### src/rtl/ven_panel_arbiter.sv
// Round-robin arbiter sharing one vending machine core between customer panels A and B.
// Define VEN_ARB_STATS_EN to add saturating served_a/served_b/refunds counters.
module ven_panel_arbiter #(
    parameter int TIMEOUT = 8,
    parameter int CNT_W   = 4
) (
    input  logic       clock,
    input  logic       reset,
    input  logic       req_a,
    input  logic [4:0] money_a,
    input  logic [1:0] sel_a,
    input  logic       req_b,
    input  logic [4:0] money_b,
    input  logic [1:0] sel_b,
    input  logic       vm_news,
    input  logic       vm_choc,
    input  logic       vm_juice,
    input  logic [4:0] vm_balance,
    output logic [4:0] vm_money,
    output logic [1:0] vm_select,
    output logic       grant_a,
    output logic       grant_b,
    output logic       done_a,
    output logic       done_b,
    output logic [1:0] item_out,
    output logic [4:0] change_out,
    output logic       busy
`ifdef VEN_ARB_STATS_EN
    ,
    output logic [7:0] served_a,
    output logic [7:0] served_b,
    output logic [7:0] refunds
`endif
);

    typedef enum logic [1:0] {
        S_IDLE = 2'd0,
        S_LOAD = 2'd1,
        S_WAIT = 2'd2,
        S_DONE = 2'd3
    } state_t;

    localparam logic [CNT_W-1:0] CNT_LAST = CNT_W'(TIMEOUT - 1);

    state_t           state_q;
    logic             owner_q;      // 0 = panel A, 1 = panel B
    logic             last_b_q;     // 1 when B was served last
    logic [4:0]       money_q;
    logic [1:0]       sel_q;
    logic [CNT_W-1:0] cnt_q;
    logic [1:0]       grant_q;      // {B, A}
    logic [1:0]       done_q;
    logic [4:0]       vm_money_q;
    logic [1:0]       vm_select_q;
    logic [1:0]       item_q;
    logic [4:0]       change_q;

    logic             pick_b_d;
    logic             any_req_d;
    logic [4:0]       pick_money_d;
    logic [1:0]       pick_sel_d;
    logic             pick_valid_d;
    logic             any_strobe_d;
    logic [1:0]       strobe_item_d;
    logic             timeout_hit_d;

    // Arbitration and dispense decode; the tie goes to whoever was not served last.
    always_comb begin
        any_req_d = req_a | req_b;
        pick_b_d  = req_b;
        if (req_a && req_b) begin
            pick_b_d = ~last_b_q;
        end
        pick_money_d = pick_b_d ? money_b : money_a;
        pick_sel_d   = pick_b_d ? sel_b   : sel_a;
        pick_valid_d = (pick_sel_d != 2'b00) && (pick_money_d != 5'd0);

        any_strobe_d  = vm_news | vm_choc | vm_juice;
        strobe_item_d = 2'b00;
        if (vm_juice) begin
            strobe_item_d = 2'b11;
        end else if (vm_choc) begin
            strobe_item_d = 2'b10;
        end else if (vm_news) begin
            strobe_item_d = 2'b01;
        end
        timeout_hit_d = (cnt_q == CNT_LAST);
    end

    always_ff @(posedge clock) begin
        if (reset) begin
            state_q     <= S_IDLE;
            owner_q     <= 1'b0;
            last_b_q    <= 1'b1;
            money_q     <= '0;
            sel_q       <= '0;
            cnt_q       <= '0;
            grant_q     <= '0;
            done_q      <= '0;
            vm_money_q  <= '0;
            vm_select_q <= '0;
            item_q      <= '0;
            change_q    <= '0;
        end else begin
            done_q <= '0;
            case (state_q)
                S_IDLE: begin
                    if (any_req_d) begin
                        owner_q <= pick_b_d;
                        grant_q <= pick_b_d ? 2'b10 : 2'b01;
                        money_q <= pick_money_d;
                        sel_q   <= pick_sel_d;
                        if (pick_valid_d) begin
                            state_q     <= S_LOAD;
                            vm_money_q  <= pick_money_d;
                            vm_select_q <= pick_sel_d;
                        end else begin
                            // Unusable request: hand the money straight back, core untouched.
                            state_q  <= S_DONE;
                            item_q   <= 2'b00;
                            change_q <= pick_money_d;
                            done_q   <= pick_b_d ? 2'b10 : 2'b01;
                        end
                    end
                end
                S_LOAD: begin
                    vm_money_q  <= '0;
                    vm_select_q <= '0;
                    cnt_q       <= '0;
                    state_q     <= S_WAIT;
                end
                S_WAIT: begin
                    cnt_q <= cnt_q + CNT_W'(1);
                    if (any_strobe_d) begin
                        item_q   <= strobe_item_d;
                        change_q <= vm_balance;
                        done_q   <= grant_q;
                        state_q  <= S_DONE;
                    end else if (timeout_hit_d) begin
                        item_q   <= 2'b00;
                        change_q <= money_q;
                        done_q   <= grant_q;
                        state_q  <= S_DONE;
                    end
                end
                S_DONE: begin
                    grant_q  <= '0;
                    last_b_q <= owner_q;
                    state_q  <= S_IDLE;
                end
                default: state_q <= S_IDLE;
            endcase
        end
    end

    assign vm_money   = vm_money_q;
    assign vm_select  = vm_select_q;
    assign grant_a    = grant_q[0];
    assign grant_b    = grant_q[1];
    assign done_a     = done_q[0];
    assign done_b     = done_q[1];
    assign item_out   = item_q;
    assign change_out = change_q;
    assign busy       = (state_q != S_IDLE);

`ifdef VEN_ARB_STATS_EN
    logic [7:0] served_w [2];
    logic [7:0] refunds_q;

    for (genvar gi = 0; gi < 2; gi++) begin : g_served
        logic [7:0] cnt_served_q;
        always_ff @(posedge clock) begin
            if (reset) begin
                cnt_served_q <= '0;
            end else if (state_q == S_DONE && owner_q == 1'(gi) &&
                         item_q != 2'b00 && cnt_served_q != 8'hFF) begin
                cnt_served_q <= cnt_served_q + 8'd1;
            end
        end
        assign served_w[gi] = cnt_served_q;
    end

    always_ff @(posedge clock) begin
        if (reset) begin
            refunds_q <= '0;
        end else if (state_q == S_DONE && item_q == 2'b00 && refunds_q != 8'hFF) begin
            refunds_q <= refunds_q + 8'd1;
        end
    end

    assign served_a = served_w[0];
    assign served_b = served_w[1];
    assign refunds  = refunds_q;
`endif

endmodule

### config.mk
export PLATFORM = sky130hd
export DESIGN_NAME = ven_panel_arbiter
export DESIGN_NICKNAME = d
export VERILOG_FILES = /design/src/rtl/ven_panel_arbiter.sv
export SDC_FILE = /design/constraint.sdc
export NUM_CORES = 1
export LEC_CHECK = 0
export ABC_CLOCK_PERIOD_IN_PS = 4800
export BUFFER_PORTS_ARGS = -buffer_cell sky130_fd_sc_hd__buf_2
export CAP_MARGIN = 25
export CORE_MARGIN = 2
export CORE_UTILIZATION = 30
export CTS_BUF_LIST = sky130_fd_sc_hd__clkbuf_16
export DETAILED_ROUTE_END_ITERATION = 10
export GPL_ROUTABILITY_DRIVEN = 0
export GPL_TIMING_DRIVEN = 0
export PLACE_DENSITY = 0.55
export SYNTH_ARGS = -nofsm -noshare
export SYNTH_HDL_FRONTEND = slang
export SYNTH_SLANG_ARGS = --single-unit
export TNS_END_PERCENT = 5
### constraint.sdc
create_clock -name clock -period 4.8 [get_ports clock]
set_input_delay 0.96 -clock clock [delete_from_list [all_inputs] [get_ports clock]]
set_output_delay 0.96 -clock clock [all_outputs]
set_load 0.005 [all_outputs]
==> run summary <==
The run finished with clean final reports. The tools report the deepest clock path buffer count as 2. The count of nets left with antenna violations once routing finished came out at 0.

For the total CTS buffers, the log shows 5. Largest driver fanout on the critical path: 10. The average instance in the mapped netlist occupies 9.033 sq um. The run gives 0 as the number of hold violations in the final report. The worst hold path begins at change_out[1]. The number of gates resized after CTS was 0.

The share of total power consumed by net switching came out at 34.42%. Clock tree synthesis selected as its root buffer the cell sky130_fd_sc_hd__clkbuf_16. After technology mapping, the gate count stands at 187. The areal power density over the cells was 537.9 mW/mm^2. Relative to the synthesized area, the layout overhead comes to 27.48%.

The required time at the endpoint of the critical path is 3840 ps, and the number of remaining DRC errors is 0. The logs give 1,549 for the via count of the first global-routing pass and 31 for the total clock sinks. Yosys mapped a number of flops with a built-in enable equal to 0. Once the floorplan was initialized, standard cells occupied 30.86% of the core. The worst setup path is captured at an output port. After clock tree synthesis, the flow added hold-fix buffers numbering 0. Setup violations remaining at the end of the flow were counted as 0. After synthesis, the share of flip-flops with an asynchronous set or reset is 0%. The run gives 39.35% as the end-of-flow core utilization.

The logs give 0.7596 mW for the internal power and 268 for the final-stage net count. Global routing consumed, over all layers together, 15.48% of the routing resources. For the HPWL after detailed placement, the log shows 3.234 mm. The tools report the clock share of power as 30.2%.

The wire length per cell works out to 14.13 um. The worst min-delay path class is reg2reg. The floorplan step set the die height to 79.04 um.

The summed negative setup slack over all endpoints was 0 ps. The first global-routing pass estimated 7.521 mm of wire. 45 I/O pins were placed. The tools report the category of the worst setup path launch point as a flop.

Worst-case vdd ir drop: 0.1881 mV. Data arrives at the worst endpoint at 1450 ps. Derived from the worst setup path, the maximum achievable clock frequency is 415.4 MHz. The worst hold path was traced through 2 stages. The overall overflow remaining after global route is 0. 0 antenna diodes ended up in the layout. For this block, the via count after detailed routing is 1,520. Measured along the x axis, the die boundary spans 79.04 um.

The share of post-route cells with drive strength above 1 was 29.96%; the total count of max-transition violations in the final report was 0. Setup repair after global routing left no endpoint under its margin. Buffers placed on the I/O ports in this run total 43. The CTS H-tree depth is 2. The detailed router finished its first iteration with 41 violations. Counting cells, the worst reg-to-reg path comes to 6.

The most used flip-flop cell after synthesis is sky130_fd_sc_hd__dfxtp_1. Sequential cells burn 32.1% of the power. Clock skew on the completed layout was measured at 6.645 ps.

The combinational share of power was 37.7%. The startpoint of the worst setup timing path is state_q[0]. For this design the static power due to leakage is 0.9056 nW. The area enclosed by the die boundary is 0.006247 sq mm. Using the TritonRoute via totals, the vias-per-cell ratio works out to 4.919. Sequential elements use 36.74% of the synthesized area.

The net load switching power came out at 0.3987 mW. TritonCTS built the clock tree. The tools report the clock latency reported for the late side of the worst-skew pair as 280 ps. In this run the tightest slew margin relative to its limit is 62.72%. For the area of the core region, the log shows 0.005473 sq mm. Entering global routing, the biggest net connects 11 pins.

For the pin with the worst max-slew slack, the measured transition is 555.5 ps. In this run the critical register-to-register path is launched from state_q[0]. Counting I/O delays and the setup requirement, the final critical path takes 2407 ps. The wire length after detailed routing was 4.366 mm; the final-layout fill cell count was 599.

Synthesis produced a netlist with a net count of 218. The logs give 0.001689 sq mm for the synthesized area and 0 for the number of setup buffers added after CTS. The Yosys step of the flow raised 0 warnings.

The first-pass iteration count of the detailed router was 4. The number of rows in the core area was 27. In this run, synthesis produced a sequential element count of 31. The total of max-cap violations was 0; the initial antenna violation count was 0. The worst setup path is of the reg2out kind. The worst path uses 50.15% of the clock period. The clock transition at the registers of the reported paths was 50 ps; the number of distinct library cells after synthesis was 39.
-- state kept, by name, summed over array words and instances (netlist names) --
| register | flops |
|---|---|
| change_out | 5 |
| money_q | 5 |
| vm_money | 5 |
| cnt_q | 4 |
| done_q | 2 |
| grant_q | 2 |
| item_out | 2 |
| state_q | 2 |
| vm_select | 2 |
| last_b_q | 1 |
| owner_q | 1 |
-- stage by stage --
stage                     instances  hold WS, ps  worst slack, ps  total power [mW]  instance area (sq um)
final                           309        455.9             2393             1.158                   2153
after detailed placement        302        453.7             2319            0.8141                   1994
after global placement          302        447.8             2312            0.8153                   1994
after CTS                       309        461.0             2401             1.169                   2153
after floorplan                 187        445.9             2558            0.6769                   1689
after global routing            309        485.9             2276             1.244                   2153
-- Yosys cell counts, types with 2 or more instances --
cell type,count,area share (%)
sky130_fd_sc_hd__dfxtp_1,31,37
sky130_fd_sc_hd__nor2_1,22,4.9
sky130_fd_sc_hd__nand2_1,19,4.2
sky130_fd_sc_hd__mux2i_1,15,8.9
sky130_fd_sc_hd__nand3_1,11,3.3
sky130_fd_sc_hd__mux2_2,8,5.3
sky130_fd_sc_hd__o211ai_1,8,3.6
sky130_fd_sc_hd__o21ai_0,7,2.1
sky130_fd_sc_hd__inv_1,6,1.3
sky130_fd_sc_hd__a211o_1,5,2.6
sky130_fd_sc_hd__a21oi_1,5,1.5
sky130_fd_sc_hd__clkbuf_1,5,1.1
sky130_fd_sc_hd__ha_1,5,3.7
sky130_fd_sc_hd__nor3_1,5,1.5
sky130_fd_sc_hd__o31a_1,5,2.6
sky130_fd_sc_hd__a22oi_1,2,0.89
sky130_fd_sc_hd__nand2b_1,2,0.74
sky130_fd_sc_hd__nor3b_1,2,0.89
sky130_fd_sc_hd__o2111ai_4,2,3.1
sky130_fd_sc_hd__or2_2,2,0.74
sky130_fd_sc_hd__or4_4,2,1.3
-- critical path: stages, from the launching register on --
cell and delay (ps):
sky130_fd_sc_hd__dfxtp_1 330, sky130_fd_sc_hd__inv_1 90, sky130_fd_sc_hd__ha_1 190, sky130_fd_sc_hd__buf_2 280
sky130_fd_sc_hd__inv_1 130, sky130_fd_sc_hd__buf_2 150
-- cells by family (layout without fill, tap and decap cells) --
group           Yosys count  after routing  synth area share, %
compound gates           45             45                22.44
fa+ha+maj                 5              5                3.704
buf+inv                  13             63                3.185
flops                    31             31                36.74
mux                      23             23                14.22
simple gates             70             70                19.70
-- final timing paths --
| check | slack (ps) | endpoint |
|---|---|---|
| setup reg to reg | 3060 | item_out[0] |
| setup / recovery | 2390 | busy |
| hold / removal | 460 | change_out[1] |
| hold reg to reg | 460 | change_out[1] |
-- layout by cell type, fill, tap and decap left out, types with 2 or more instances in the layout --
cell	n
sky130_fd_sc_hd__a21oi_1	5
sky130_fd_sc_hd__clkbuf_1	5
sky130_fd_sc_hd__nand2_1	19
sky130_fd_sc_hd__clkbuf_16	5
sky130_fd_sc_hd__o31a_1	5
sky130_fd_sc_hd__nor3b_1	2
sky130_fd_sc_hd__o211ai_1	8
sky130_fd_sc_hd__nor3_1	5
sky130_fd_sc_hd__a22oi_1	2
sky130_fd_sc_hd__dfxtp_1	31
sky130_fd_sc_hd__ha_1	5
sky130_fd_sc_hd__nand2b_1	2
sky130_fd_sc_hd__or4_4	2
sky130_fd_sc_hd__a211o_1	5
sky130_fd_sc_hd__o21ai_0	7
sky130_fd_sc_hd__or2_2	2
sky130_fd_sc_hd__mux2i_1	15
sky130_fd_sc_hd__mux2_2	8
sky130_fd_sc_hd__inv_1	7
sky130_fd_sc_hd__o2111ai_4	2
sky130_fd_sc_hd__buf_2	44
sky130_fd_sc_hd__nand3_1	11
sky130_fd_sc_hd__nor2_1	22
-- final cells by class --
class / count / area [sq um] / area share, %
timing repair buffer: 43 / 215.2 / 9.994
clock buffer: 5 / 125.1 / 5.811
tap: 72 / 90.09 / 4.184
inverter: 6 / 22.52 / 1.046
buffer: 7 / 31.28 / 1.453
multi-input combinational: 143 / 1015 / 47.12
clock inverter: 2 / 33.78 / 1.569
sequential: 31 / 620.6 / 28.82
-- power groups by stage --
| stage | Clock [mW] | Sequential (mW) | Combinational [mW] |
|---|---|---|---|
| 6_report | 0.350 | 0.372 | 0.437 |
| 5_1_grt | 0.368 | 0.383 | 0.493 |
| 4_1_cts | 0.356 | 0.372 | 0.440 |
| 3_5_place_dp | 0 | 0.377 | 0.437 |
| 3_3_place_gp | 0 | 0.377 | 0.438 |
| 2_1_floorplan | 0 | 0.378 | 0.299 |
-- metal layers --
metal	vias up	wire length (um)	track usage, %
met2	43	1916	23.81
li1	787	-	-
met5	-	0	0
met1	685	2151	21.28
met4	0	70	5.172
met3	5	227	3.636
No activity file was read; power rests on OpenSTA's default activity.
